File: config.mk
export PLATFORM = sky130hd
export DESIGN_NAME = link_anim_sequencer
export DESIGN_NICKNAME = d
export VERILOG_FILES = /design/src/rtl/link_anim_sequencer_pkg.sv /design/src/rtl/link_anim_sequencer_vs_edge_tick.sv /design/src/rtl/link_anim_sequencer.sv
export SDC_FILE = /design/constraint.sdc
export NUM_CORES = 1
export LEC_CHECK = 0
export BUFFER_PORTS_ARGS = -buffer_cell sky130_fd_sc_hd__buf_2
export CORE_ASPECT_RATIO = 1.75
export CORE_UTILIZATION = 49
export DETAILED_ROUTE_END_ITERATION = 7
export GPL_TIMING_DRIVEN = 0
export PLACE_DENSITY = 0.79
export SLEW_MARGIN = 20
export SYNTH_ARGS = -nofsm -noshare
export SYNTH_HDL_FRONTEND = slang
export SYNTH_SLANG_ARGS = --single-unit
File: constraint.sdc
create_clock -name Clk -period 1.6 [get_ports Clk]
set_input_delay 0.16 -clock Clk [delete_from_list [all_inputs] [get_ports Clk]]
set_output_delay 0.16 -clock Clk [all_outputs]
set_load 0.03 [all_outputs]
File: src/rtl/link_anim_sequencer_pkg.sv
// Shared types and keycode values for the player sprite animation logic.
package link_anim_pkg;

  typedef enum logic [1:0] {DOWN = 2'd0, UP = 2'd1, LEFT = 2'd2, RIGHT = 2'd3} dir_t;

  typedef enum logic [2:0] {
    WALK1  = 3'd0,
    WALK2  = 3'd1,
    SWORD1 = 3'd2,
    SWORD2 = 3'd3,
    SWORD3 = 3'd4,
    SWORD4 = 3'd5
  } frame_t;

  typedef enum logic [1:0] {IDLE = 2'd0, WALK = 2'd1, ATTACK = 2'd2} state_t;

  localparam logic [7:0] DEF_KEY_W   = 8'h1A;
  localparam logic [7:0] DEF_KEY_S   = 8'h16;
  localparam logic [7:0] DEF_KEY_A   = 8'h04;
  localparam logic [7:0] DEF_KEY_D   = 8'h07;
  localparam logic [7:0] DEF_KEY_ATK = 8'h2C;

endpackage

File: src/rtl/link_anim_sequencer_vs_edge_tick.sv
// Falling-edge detector on active-low vertical sync; one registered pulse per video frame.
module vs_edge_tick (
  input  logic Clk,
  input  logic Reset,
  input  logic vs,
  output logic frame_tick
);

  logic vs_prev;

  always_ff @(posedge Clk) begin
    if (Reset) begin
      vs_prev    <= 1'b1;
      frame_tick <= 1'b0;
    end else begin
      vs_prev    <= vs;
      frame_tick <= vs_prev & ~vs;
    end
  end

endmodule

File: src/rtl/link_anim_sequencer.sv
// Player sprite animation controller: picks facing and frame (idle, walk cycle, sword attack)
// from the keycode, stepping frames on video-frame ticks.
module link_anim_sequencer
  import link_anim_pkg::*;
#(
  parameter int         WALK_DIV  = 8,
  parameter int         SWORD_DIV = 4,
  parameter logic [7:0] KEY_W     = DEF_KEY_W,
  parameter logic [7:0] KEY_S     = DEF_KEY_S,
  parameter logic [7:0] KEY_A     = DEF_KEY_A,
  parameter logic [7:0] KEY_D     = DEF_KEY_D,
  parameter logic [7:0] KEY_ATK   = DEF_KEY_ATK
) (
  input  logic       Clk,
  input  logic       Reset,
  input  logic       vs,
  input  logic [7:0] keycode,
  output logic [4:0] sprite_sel,
  output logic [1:0] facing,
  output logic       attacking,
  output logic       wide_palette,
  output logic       frame_tick
);

  localparam int MAX_DIV = (WALK_DIV > SWORD_DIV) ? WALK_DIV : SWORD_DIV;
  localparam int CW      = $clog2(MAX_DIV) + 1;
  localparam logic [CW-1:0] WALK_LAST  = CW'(WALK_DIV - 1);
  localparam logic [CW-1:0] SWORD_LAST = CW'(SWORD_DIV - 1);

  state_t        state, state_n;
  dir_t          facing_r, facing_n;
  frame_t        frame_r, frame_n;
  logic [CW-1:0] count, count_n;
  logic [7:0]    keycode_prev;
  logic          dir_valid, atk_edge;
  dir_t          dir;

  vs_edge_tick u_tick (
    .Clk        (Clk),
    .Reset      (Reset),
    .vs         (vs),
    .frame_tick (frame_tick)
  );

  always_comb begin
    dir_valid = 1'b0;
    dir       = DOWN;
    case (keycode)
      KEY_W:   begin dir_valid = 1'b1; dir = UP;    end
      KEY_S:   begin dir_valid = 1'b1; dir = DOWN;  end
      KEY_A:   begin dir_valid = 1'b1; dir = LEFT;  end
      KEY_D:   begin dir_valid = 1'b1; dir = RIGHT; end
      default: ;
    endcase
    atk_edge = (keycode == KEY_ATK) && (keycode_prev != KEY_ATK);
  end

  // Every state change clears the counter, so a tick landing on that cycle is dropped.
  always_comb begin
    state_n  = state;
    facing_n = facing_r;
    frame_n  = frame_r;
    count_n  = count;
    case (state)
      IDLE: begin
        frame_n = WALK1;
        count_n = '0;
        if (atk_edge) begin
          state_n = ATTACK;
          frame_n = SWORD1;
        end else if (dir_valid) begin
          state_n  = WALK;
          facing_n = dir;
        end
      end
      WALK: begin
        if (atk_edge) begin
          state_n = ATTACK;
          frame_n = SWORD1;
          count_n = '0;
        end else if (!dir_valid) begin
          state_n = IDLE;
          frame_n = WALK1;
          count_n = '0;
        end else begin
          facing_n = dir;
          if (frame_tick) begin
            if (count == WALK_LAST) begin
              count_n = '0;
              frame_n = (frame_r == WALK1) ? WALK2 : WALK1;
            end else begin
              count_n = count + 1'b1;
            end
          end
        end
      end
      ATTACK: begin
        if (frame_tick) begin
          if (count == SWORD_LAST) begin
            count_n = '0;
            if (frame_r == SWORD4) begin
              frame_n = WALK1;
              if (dir_valid) begin
                state_n  = WALK;
                facing_n = dir;
              end else begin
                state_n = IDLE;
              end
            end else begin
              frame_n = frame_t'(frame_r + 3'd1);
            end
          end else begin
            count_n = count + 1'b1;
          end
        end
      end
      default: begin
        state_n = IDLE;
        frame_n = WALK1;
        count_n = '0;
      end
    endcase
  end

  always_ff @(posedge Clk) begin
    if (Reset) begin
      state        <= IDLE;
      facing_r     <= DOWN;
      frame_r      <= WALK1;
      count        <= '0;
      keycode_prev <= 8'h00;
      sprite_sel   <= 5'd0;
      attacking    <= 1'b0;
      wide_palette <= 1'b1;
    end else begin
      state        <= state_n;
      facing_r     <= facing_n;
      frame_r      <= frame_n;
      count        <= count_n;
      keycode_prev <= keycode;
      sprite_sel   <= {facing_n, frame_n};
      attacking    <= (state_n == ATTACK);
      wide_palette <= (frame_n == WALK1) && ((facing_n == DOWN) || (facing_n == UP));
    end
  end

  assign facing = facing_r;

endmodule

# Yosys cells after proc, flatten, opt, wreduce, memory -nomap -nowiden
# Cells that the tools add are included.
[totals]
regBits = 28
in_bits = 11
output_inout_bits = 10
word_cells = 73
[classes]
add_sub_neg = 2
eq_ne = 15
mux = 34
n_bitwise = 2
n_reduce_logical = 10
[op_table]
columns = ["operator", "n"]
rows = [
  ["two-way mux 2 bit", 13],
  ["two-way mux 4 bit", 6],
  ["two-way mux 3 bit", 7],
  ["== test 8 x 3 -> 1 bit (second input constant)", 2],
  ["== test 8 x 5 -> 1 bit (second input constant)", 2],
  ["one-hot mux 2 bit (3 select lines)", 2],
  ["one-hot mux 3 bit (3 select lines)", 1],
  ["== test 8 x 6 -> 1 bit (second input constant)", 1],
  ["inequality test 8 x 6 -> 1 bit (second input constant)", 1],
  ["one-hot mux 4 bit (2 select lines)", 1],
  ["zero test 3 bit", 2],
  ["adder 4 x 1 -> 4 bit (second input constant)", 1],
  ["== test 2 x 1 -> 1 bit (second input constant)", 2],
  ["== test 2 bit (second input constant)", 2],
  ["== test 4 x 2 -> 1 bit (second input constant)", 1],
  ["== test 4 x 3 -> 1 bit (second input constant)", 1],
  ["zero test 2 bit", 2],
  ["inequality test 4 x 3 -> 1 bit (second input constant)", 1],
  ["one-hot mux 2 bit (2 select lines)", 1],
  ["OR reduction 4 bit", 1],
  ["adder 3 x 1 -> 3 bit (second input constant)", 1],
  ["== test 3 bit (second input constant)", 1],
  ["two-way mux 1 bit", 3],
  ["logical AND 1 bit", 2],
  ["6 further kinds", 6],
]

# Logic depth before layout (Yosys ltp)
# Gate-level depths: netlist of the first run.
[logic_depth]
word_depth = 11
ltp_mapped = 7

# Hierarchy
# Synthesis of the first run repeated with hierarchy kept, for this count alone.
[hier_totals]
hier_cells = 145
hier_area_um2 = 1296.2
[by_module_without_submodules]
columns = ["module", "instances", "cells_per_inst", "area_each_um2"]
rows = [
  ["link_anim_sequencer", 1, 141, 1242.4],
  ["vs_edge_tick", 1, 4, 53.8],
]

# Worst setup path before layout of the first run
# OpenSTA, ideal clock, no wires.
[synth_path]
path_type = "register to register"
start = "reg u_tick.frame_tick"
end = "reg wide_palette"
setup_time_ns = 0.088
arrival_ns = 1.795
required_time_ns = 1.512
slack_ns = -0.282
path_stages_with_launch = 8
period_less_slack_ns = 1.882
path_cell_list = "dfxtp_1 -> buf_2 -> and4bb_2 -> nand4b_1 -> a211oi_1 -> o221ai_1 -> o2bb2ai_1 -> nor4_2"
[synth_between]
elab_chain_len = 6
elab_cells_between_ends = 12
[synth_rtl]
columns = ["item", "line", "text"]
rows = [
  ["start: declaration", "link_anim_sequencer_vs_edge_tick.sv:6", "output logic frame_tick"],
  ["start signal: assignment", "link_anim_sequencer_vs_edge_tick.sv:17", "frame_tick <= vs_prev & ~vs;"],
  ["two-way mux 3 bit", "link_anim_sequencer.sv:87", "if (frame_tick) begin"],
  ["two-way mux 3 bit", "link_anim_sequencer.sv:81", "end else if (!dir_valid) begin"],
  ["two-way mux 3 bit", "link_anim_sequencer.sv:77", "if (atk_edge) begin"],
  ["one-hot mux 3 bit (3 select lines)", "link_anim_sequencer.sv:64", "case (state)"],
  ["zero test 3 bit", "link_anim_sequencer.sv:143", "wide_palette <= (frame_n == WALK1) && ((facing_n == DOWN) || (facing_n == UP));"],
  ["logical AND 1 bit *", "link_anim_sequencer.sv:143", ""],
  ["end signal: assignment", "link_anim_sequencer.sv:143", ""],
  ["end: declaration", "link_anim_sequencer.sv:21", "output logic wide_palette,"],
]
# Mark *: on every way between the ends. The rest lies on a longest branch, timed or not.
# A chain may end at the register's enable or synchronous reset.

# Worst setup path in the final report of the first run
[layout_path]
start = "reg count[0]"
end = "reg wide_palette"
[layout_between]
elab_chain_len = 8
elab_cells_between_ends = 17
[layout_rtl]
columns = ["item", "line", "text"]
rows = [
  ["start: declaration", "link_anim_sequencer.sv:33", "logic [CW-1:0] count, count_n;"],
  ["start signal: assignment", "link_anim_sequencer.sv:139", "count <= count_n;"],
  ["== test 4 x 3 -> 1 bit", "link_anim_sequencer.sv:88", "if (count == WALK_LAST) begin"],
  ["two-way mux 3 bit", "link_anim_sequencer.sv:88", ""],
  ["two-way mux 3 bit", "link_anim_sequencer.sv:87", ""],
  ["two-way mux 3 bit", "link_anim_sequencer.sv:81", ""],
  ["two-way mux 3 bit", "link_anim_sequencer.sv:77", ""],
  ["one-hot mux 3 bit (3 select lines)", "link_anim_sequencer.sv:64", ""],
  ["zero test 3 bit", "link_anim_sequencer.sv:143", ""],
  ["logical AND 1 bit *", "link_anim_sequencer.sv:143", ""],
]
# Marked as above.

==> flow_metrics.env, run 1 <==
export IMPL_hold_viol=0
export IMPL_cts_inserted_buffers=3
export IMPL_min_period_over_period_pct=110
export IMPL_power_share_combinational_pct=9.7
export IMPL_grt_setup_unrepaired="yes"
export IMPL_antenna_found_initial=0
export IMPL_synthCells=142
export IMPL_cts_tree="built"
export IMPL_grt_pass1_wl_um=4610
export IMPL_finalCriticalPeriod_ns=1.76
export IMPL_via_per_inst=5.84
export IMPL_fin_nets=193
export IMPL_grt_max_degree=13
export IMPL_final_setup_viol_count=6
export IMPL_setup_ws_ns=-0.156
export IMPL_timing_fmax_ghz=0.570
export IMPL_p_sw_mw=0.231
export IMPL_fin_skew_ns=0.00391
export IMPL_ys_ff_latch=23
export IMPL_worst_slew_pin_slew_ns=0.546
export IMPL_die_w_um=40.7
export IMPL_ys_async_sr_fraction_pct=0
export IMPL_avgSynthCellArea_um2=9.03
export IMPL_synthesis_area_um2=1280
export IMPL_route_detailed_drc=0
export IMPL_num_vias=1173
export IMPL_syn_num_nets=159
export IMPL_fp_dieH_um=69.7
export IMPL_area_delta_synth_final_pct=30.7
export IMPL_clockBufferDepth=2
export IMPL_io_pins=21
export IMPL_cts_root_buffer="clkbuf_8"
export IMPL_p_per_area_nw_per_um2=618
export IMPL_clk_pin_slew_ns=0.08
export IMPL_start_util_pct=51.5
export IMPL_design_die_area_um2=2830
export IMPL_violations="setup timing"
export IMPL_clkPwrFrac_pct=33.4
export IMPL_switching_share_pct=22.3
export IMPL_p_int_mw=0.805
export IMPL_rows=24
export IMPL_drtIter0Drc=25
export IMPL_instances_no_fill=201
export IMPL_ys_types=47
export IMPL_yosysWarnings=0
export IMPL_core_area_um2=2490
export IMPL_dp_cells=188
export IMPL_drive_above_1_share_pct=42.3
export IMPL_hold_class="in -> reg"
export IMPL_critPathRequiredTime_ns=1.78
export IMPL_timing_rr_start="count[0]"
export IMPL_hpwl_um=2090
export IMPL_first_global_vias=1158
export IMPL_hold_start="vs"
export IMPL_status="complete, but fails checks"
export IMPL_layout_common_cells="buf_2, dfxtp_1, nor2b_1"
export IMPL_synth_main_ff_cell="dfxtp_1"
export IMPL_htreeDepth=1
export IMPL_io_buffers=20
export IMPL_ant_nets=0
export IMPL_routed_wl_um=3000
export IMPL_startpoint_type="flip-flop"
export IMPL_max_slew_margin_rel_pct=63.1
export IMPL_end_kind="flip-flop"
export IMPL_tns_ns=-0.539
export IMPL_max_vdd_ir_drop_mv=0.473
export IMPL_path_max_fanout=3
export IMPL_synth_edff_count=0
export IMPL_clock_latency_ns=0.26
export IMPL_cts_sinks=23
export IMPL_grt_ovfl_total=0
export IMPL_drv_slew=0
export IMPL_arrival_ns=1.93
export IMPL_power_frac_seq_pct=56.9
export IMPL_layout_commonest_cell="buf_2"
export IMPL_timing_hold_ws_ns=0.103
export IMPL_place_congestion=0.898
export IMPL_dr_pass1_iters=6
export IMPL_p_leak_nw=0.666
export IMPL_grt_use_total_pct=22.8
export IMPL_wl_per_cell_um=14.9
export IMPL_ys_seq_area_share_pct=35.9
export IMPL_startpoint="count[0]"
export IMPL_maxCapViolCount=0
export IMPL_antenna_cells=0
export IMPL_critPathKind="reg -> reg"
[synthesized netlist by cell type (2+ instances only)]
library cell   n  area, um2
a211oi_4       2       40.0
a21o_1         2       15.0
a21oi_1        9       45.0
a22oi_1        2       15.0
a31oi_1        2       12.5
and3_1         3       18.8
and4bb_2       2       25.0
buf_4          2       15.0
dfxtp_1       23        460
ha_1           6       75.1
inv_1          8       30.0
mux2_2         3       33.8
nand2_1        9       33.8
nand3_1        2       10.0
nand4_1        2       12.5
nand4b_1       2       17.5
nor2_1        12       45.0
nor2b_1       13       81.3
nor3b_1        2       15.0
nor4_1         2       12.5
nor4bb_1       2       20.0
o21ai_0        4       20.0
or2_2          3       18.8
xor2_1         2       17.5
[per-stage QoR]
stage          setup slack (ns)  total power, mW  area, um2  utilization (%)
6_report                 -0.156             1.04       1680             67.3
2_1_floorplan           -0.0695            0.661       1300                -
4_1_cts                  -0.173             1.03       1590             63.7
3_5_place_dp             -0.283            0.698       1440             57.6
5_1_grt                  -0.282             1.07       1680             67.3
3_3_place_gp             -0.266            0.693       1440             57.6
[critical path, cell delays in order (launching register included)]
cell,delay [ns]
dfxtp_4,0.35
ha_4,0.16
and4bb_2,0.23
nand2_1,0.10
mux2_2,0.36
a22oi_2,0.18
a21oi_2,0.10
nor4_2,0.20
[power by group through the flow]
stage / registers, mW / logic (mW) / clock network, mW
after floorplan: 0.607 / 0.0538 / 0
after global routing: 0.591 / 0.109 / 0.371
final: 0.590 / 0.101 / 0.346
after global placement: 0.603 / 0.0898 / 0
after detailed placement: 0.604 / 0.0931 / 0
after CTS: 0.589 / 0.0947 / 0.350
[worst paths after layout]
check / end / slack (ns) / cells past startpoint
min reg2reg: u_tick.frame_tick / 0.40 / 2
max reg2reg: wide_palette / -0.16 / 7
max: wide_palette / -0.16 / 7
min: u_tick.vs_prev / 0.10 / 2
[timing repair]
item | 4_1_cts | 5_1_grt
setup endpoints to repair | 9 | 13
resized for setup | 8 | 17
buffers inserted | 9 | 0
hold buffers | 0 | 0
pin swaps | 10 | 5
[kinds of logic (layout without fill, tap and decap cells)]
kind of cell	count (synthesis)	in the layout	synth area share (%)
AOI/OAI and AO/OA	31	31	18.8
xor gates and xnor gates	2	2	1.37
adders and majority gates	6	6	5.85
buffers and inverters	13	46	4.49
DFF	23	23	35.9
muxes	3	3	2.63
and+or+nand+nor	64	64	30.9
[final cells by class]
| type | instances | area (um2) |
|---|---|---|
| multi-input cells | 106 | 892 |
| fillers | 191 | 816 |
| flip-flops and latches | 23 | 472 |
| repair buffers | 29 | 171 |
| clock buffers | 4 | 45.0 |
| plain buffers | 5 | 33.8 |
| well taps | 26 | 32.5 |
| inverters | 8 | 30.0 |
[registers in the layout, indices dropped and copies added (netlist names), named ones only]
register and count:
keycode_prev 8, wide_palette 1, sprite_sel 4, count 4, u_tick.vs_prev 1, attacking 1, u_tick.frame_tick 1, state 2
[routing by layer]
| layer | vias to the layer above | global-route usage (%) | wire length, um |
|---|---|---|---|
| met5 | - | 0 | 0 |
| met4 | 0 | 12.2 | 72 |
| met3 | 8 | 3.85 | 63 |
| met2 | 23 | 40.4 | 1770 |
| met1 | 565 | 22.3 | 1100 |
| li1 | 577 | - | - |
(Power assumes the default switching activity.)
==> run 2, diff against run 1 <==
--- a/config.mk
+++ b/config.mk
@@ -11,6 +11,7 @@
 export DETAILED_ROUTE_END_ITERATION = 7
 export GPL_TIMING_DRIVEN = 0
 export PLACE_DENSITY = 0.79
+export REMOVE_ABC_BUFFERS = 1
 export SLEW_MARGIN = 20
 export SYNTH_ARGS = -nofsm -noshare
 export SYNTH_HDL_FRONTEND = slang
==> flow_metrics.env, run 2 (synthesis results as in run 1) <==
export IMPL_status="complete, but fails checks"
export IMPL_violations="setup timing"
export IMPL_die_w_um=40.7
export IMPL_start_util_pct=51.5
export IMPL_num_vias=1181
export IMPL_path_max_fanout=4
export IMPL_htreeDepth=1
export IMPL_arrival_ns=1.95
export IMPL_grt_max_degree=15
export IMPL_critPathKind="reg -> reg"
export IMPL_p_leak_nw=0.640
export IMPL_routed_wl_um=2950
export IMPL_fin_skew_ns=0.00150
export IMPL_clockBufferDepth=2
export IMPL_io_buffers=20
export IMPL_finalCriticalPeriod_ns=1.79
export IMPL_startpoint_type="flip-flop"
export IMPL_via_per_inst=6.06
export IMPL_dp_slack_ns=-0.423
export IMPL_timing_hold_ws_ns=0.0904
export IMPL_first_global_vias=1147
export IMPL_max_vdd_ir_drop_mv=0.543
export IMPL_maxCapViolCount=0
export IMPL_grt_use_total_pct=22.5
export IMPL_hold_class="in -> reg"
export IMPL_hpwl_um=2000
export IMPL_place_congestion=0.804
export IMPL_cts_sinks=23
export IMPL_cts_root_buffer="clkbuf_8"
export IMPL_grt_setup_unrepaired="yes"
export IMPL_antenna_cells=0
export IMPL_drv_slew=0
export IMPL_p_per_area_nw_per_um2=643
export IMPL_min_period_over_period_pct=112
export IMPL_design_die_area_um2=2830
export IMPL_cts_tree="built"
export IMPL_critPathRequiredTime_ns=1.75
export IMPL_io_pins=21
export IMPL_ant_nets=0
export IMPL_fin_nets=187
export IMPL_largest_register="keycode_prev"
export IMPL_hold_viol=0
export IMPL_instances_no_fill=195
export IMPL_layout_commonest_cell="buf_2"
export IMPL_clock_latency_ns=0.27
export IMPL_route_detailed_drc=0
export IMPL_setup_ws_ns=-0.195
export IMPL_wl_per_cell_um=15.1
export IMPL_dp_cells=183
export IMPL_reg2reg_depth=8
export IMPL_top_regs="keycode_prev (8), count (4), sprite_sel (4)"
export IMPL_end_kind="flip-flop"
export IMPL_layout_common_cells="buf_2, dfxtp_1, nor2b_1"
export IMPL_grt_pass1_wl_um=4490
export IMPL_drtIter0Drc=24
export IMPL_max_slew_margin_rel_pct=60.7
export IMPL_drive_above_1_share_pct=42.0
export IMPL_largest_reg_flops=8
export IMPL_fp_dieH_um=69.7
export IMPL_whs_path_depth=2
export IMPL_clk_pin_slew_ns=0.08
export IMPL_worst_slew_pin_slew_ns=0.582
export IMPL_final_setup_viol_count=6
export IMPL_grt_ovfl_total=0
export IMPL_timing_fmax_ghz=0.557
export IMPL_cts_inserted_buffers=3
export IMPL_rows=24
export IMPL_core_area_um2=2490
export IMPL_antenna_found_initial=0
export IMPL_area_delta_synth_final_pct=26.4
export IMPL_dr_pass1_iters=4
export IMPL_utilization_pct=65.1
-- run 2: worst max-delay path: stages, from the launching register on --
cell and delay, ns:
dfxtp_2 0.36, ha_4 0.14, and4bb_2 0.27, nand4b_1 0.22, a211oi_2 0.28, o221ai_2 0.14
buf_4 0.16, nand2_2 0.06, a21oi_2 0.04
-- run 2: repair_timing --
item / in CTS / in global routing
setup endpoints to repair: 9 / 11
pin swaps: 11 / 4
hold buffers: 0 / 0
gates resized for setup: 17 / 13
buffers inserted: 6 / 2
-- run 2: metal layers --
| metal | vias to the layer above | global-route usage (%) | wire (um) |
|---|---|---|---|
| met3 | 13 | 4.49 | 66 |
| met4 | 0 | 16.7 | 136 |
| met5 | - | 0 | 0 |
| met1 | 582 | 18.8 | 1050 |
| met2 | 24 | 40.0 | 1690 |
| li1 | 562 | - | - |
-- run 2: path summary, 6_finish.rpt --
path                   from                 to  slack, ns
max                count[1]          flip-flop      -0.19
min                      vs     u_tick.vs_prev       0.09
max reg2reg        count[1]          flip-flop      -0.19
min reg2reg  u_tick.vs_prev  u_tick.frame_tick       0.41
-- run 2: stage by stage --
stage / TNS [ns] / cell area, um2 / power (mW)
2_1_floorplan: -0.902 / 1250 / 0.655
3_3_place_gp: -1.61 / 1390 / 0.689
3_5_place_dp: -2.05 / 1390 / 0.693
4_1_cts: -0.778 / 1540 / 1.05
5_1_grt: -1.32 / 1620 / 1.08
6_report: -0.885 / 1620 / 1.04
-- run 2: cell type report --
class | count | area [um2]
repair buffers | 28 | 164
clock inverters | 1 | 5.00
multi-input cells | 106 | 882
fillers | 195 | 871
flip-flops and latches | 23 | 467
inverters | 8 | 30.0
clock buffers | 3 | 41.3
well taps | 26 | 32.5
-- run 2: power breakdown --
group / internal, mW / leakage, nW / total, mW / switching (mW)
registers: 0.587 / 0.190 / 0.595 / 0.00820
clock network: 0.174 / 0.0255 / 0.356 / 0.182
logic: 0.0393 / 0.424 / 0.0916 / 0.0523
total: 0.800 / 0.640 / 1.04 / 0.243
==> run 3, diff against run 2 <==
--- a/config.mk
+++ b/config.mk
@@ -8,11 +8,13 @@
 export BUFFER_PORTS_ARGS = -buffer_cell sky130_fd_sc_hd__buf_2
 export CORE_ASPECT_RATIO = 1.75
 export CORE_UTILIZATION = 49
+export CTS_CLUSTER_DIAMETER = 50
 export DETAILED_ROUTE_END_ITERATION = 7
 export GPL_TIMING_DRIVEN = 0
-export PLACE_DENSITY = 0.79
+export PLACE_DENSITY = 0.78
 export REMOVE_ABC_BUFFERS = 1
 export SLEW_MARGIN = 20
 export SYNTH_ARGS = -nofsm -noshare
 export SYNTH_HDL_FRONTEND = slang
+export SYNTH_HIERARCHICAL = 1
 export SYNTH_SLANG_ARGS = --single-unit
==> flow_metrics.env, run 3 <==
export IMPL_status="complete, but fails checks"
export IMPL_violations="setup timing"
export IMPL_layout_common_cells="buf_2, dfxtp_1, buf_4"
export IMPL_drtIter0Drc=74
export IMPL_layout_commonest_cell="buf_2"
export IMPL_largest_register="keycode_prev"
export IMPL_critPathKind="reg -> reg"
export IMPL_final_area_um2=1720
export IMPL_start_util_pct=52.0
export IMPL_top_regs="keycode_prev (8), count (4), sprite_sel (4)"
export IMPL_core_area_um2=2490
export IMPL_hold_class="in -> reg"
export IMPL_fp_dieH_um=70.0
export IMPL_yosysWarnings=6
export IMPL_arrival_ns=1.99
export IMPL_die_w_um=40.9
export IMPL_cts_tree="built"
export IMPL_fin_nets=198
export IMPL_synth_top_area_share_pct=35.5
export IMPL_synth_area_mux_share_pct=1.74
export IMPL_clock_latency_ns=0.27
export IMPL_design_die_area_um2=2860
export IMPL_ys_seq_area_share_pct=35.5
export IMPL_ys_async_sr_fraction_pct=0
export IMPL_yosysMostFrequentCell="dfxtp_1"
export IMPL_routed_wl_um=3610
export IMPL_antenna_cells=0
export IMPL_io_pins=21
export IMPL_power_mw=1.06
export IMPL_fin_skew_ns=0.00246
export IMPL_critPathRequiredTime_ns=1.76
export IMPL_drive_above_1_share_pct=45.6
export IMPL_end_kind="flip-flop"
export IMPL_avgSynthCellArea_um2=8.94
export IMPL_first_global_vias=1253
export IMPL_ys_ff_latch=23
export IMPL_cts_inserted_buffers=3
export IMPL_cts_root_buffer="clkbuf_8"
export IMPL_io_buffers=20
export IMPL_setup_ws_ns=-0.226
export IMPL_grt_use_total_pct=26.3
export IMPL_clk_pin_slew_ns=0.08
export IMPL_finalCriticalPeriod_ns=1.83
export IMPL_synthesis_area_um2=1300
export IMPL_netlist_top_cells_area="dfxtp_1, ha_1, nor2b_1"
export IMPL_ys_types=50
export IMPL_ant_nets=0
export IMPL_area_delta_synth_final_pct=32.7
export IMPL_min_period_over_period_pct=114
export IMPL_place_congestion=0.816
export IMPL_synthCells=145
export IMPL_synth_top_cells_by_count="dfxtp_1, inv_1, nor2_1"
export IMPL_antenna_found_initial=0
export IMPL_grt_ovfl_total=0
export IMPL_grt_pass1_wl_um=5340
export IMPL_num_vias=1276
export IMPL_startpoint_type="flip-flop"
export IMPL_grt_max_degree=18
export IMPL_largest_reg_flops=8
export IMPL_hpwl_um=2170
export IMPL_timing_fmax_ghz=0.548
export IMPL_max_slew_margin_rel_pct=68.5
export IMPL_route_detailed_drc=0
export IMPL_dpl_cell_area_um2=1400
export IMPL_clockBufferDepth=2
export IMPL_maxCapViolCount=0
export IMPL_synthSimpleGateAreaFrac_pct=28.7
export IMPL_hold_buffers=0
export IMPL_synth_compound_area_share_pct=20.5
export IMPL_synth_main_ff_cell="dfxtp_1"
export IMPL_p_leak_nw=0.676
export IMPL_yosys_area_share_adder_pct=5.79
export IMPL_via_per_inst=6.19
export IMPL_rows=24
export IMPL_path_max_fanout=4
export IMPL_hold_viol=0
export IMPL_max_vdd_ir_drop_mv=0.574
export IMPL_cts_sinks=23
export IMPL_final_setup_viol_count=11
export IMPL_drv_slew=0
export IMPL_synth_edff_count=0
export IMPL_wl_per_cell_um=17.5
export IMPL_yosys_area_top_type="dfxtp_1"
export IMPL_dr_pass1_iters=4
export IMPL_p_per_area_nw_per_um2=615
export IMPL_grt_setup_unrepaired="yes"
export IMPL_htreeDepth=1
export IMPL_worst_slew_pin_slew_ns=0.467
export IMPL_synth_top_family_by_area="simple AND/OR/NAND/NOR gates"
export IMPL_synth_xor_area_share_pct=2.03
-- run 3: cell types whose count changed in the layout (fill, tap and decap cells not counted), moves of 3 or more --
cell and delta:
nor2_1 -3, dfxtp_2 -4, nand3_1 +4, a21oi_1 -3, nor2b_1 -5, dfxtp_4 +4
buf_4 +9
-- run 3: where the power goes --
group	switching, mW	internal, mW	total, mW	leakage (nW)
clock	0.189	0.178	0.367	0.0228
combinational	0.0620	0.0410	0.103	0.462
sequential	0.00811	0.580	0.588	0.192
total	0.259	0.799	1.06	0.676
-- run 3: area by class of cell --
type | count | area, um2
Timing Repair Buffer | 36 | 220
Multi-Input combinational cell | 106 | 900
Sequential cell | 23 | 477
Clock buffer | 4 | 45.0
Tap cell | 26 | 32.5
Inverter | 11 | 46.3
Fill cell | 176 | 772
-- run 3: logic make-up (layout without fill, tap and decap cells) --
family	count (synthesis)	after routing
simple gates	63	63
xor+xnor	3	3
fa+ha+maj	6	6
flops	23	23
buf+inv	16	51
compound gates	32	32
mux	2	2
-- run 3: critical path, cell delays in order, from the launching register on --
cell and delay, ns:
dfxtp_4 0.37, ha_4 0.14, and4bb_2 0.29, nand4b_1 0.22, a32o_2 0.30, o211ai_2 0.13
nand2_1 0.08, and4_1 0.18
-- run 3: per-layer routing --
| metal | vias to the layer above | track usage [%] | share of wire (%) |
|---|---|---|---|
| li1 | 598 | - | - |
| met1 | 584 | 30.4 | 38 |
| met2 | 76 | 41.8 | 51 |
| met3 | 18 | 4.76 | 5.1 |
| met4 | 0 | 14.4 | 5.4 |
| met5 | - | 0 | 0 |
-- run 3: final timing paths --
| check | start | endpoint | slack, ns | cells after the start |
|---|---|---|---|---|
| max | count[1] | attacking | -0.23 | 7 |
| min | vs | u_tick/frame_tick | 0.05 | 2 |
| max reg2reg | count[1] | attacking | -0.23 | 7 |
| min reg2reg | u_tick/vs_prev | u_tick/frame_tick | 0.46 | 1 |
-- run 3: timing repair --
action | in CTS | in global routing
endpoints found under the setup margin | 13 | 13
resized for setup | 33 | 11
buffers inserted | 8 | 9
pin swaps | 10 | 11
-- run 3: through the flow --
stage	setup TNS, ns	util [%]	std cells	hold slack (ns)	worst slack [ns]
detailed placement	-5.49	56.0	186	0.339	-0.601
floorplan	-1.14	-	140	0.227	-0.223
global route	-2.15	69.0	206	0.0523	-0.290
global placement	-5.20	56.0	186	0.336	-0.586
finish	-1.22	69.0	206	0.0544	-0.226
CTS	-0.645	65.0	198	0.0605	-0.156
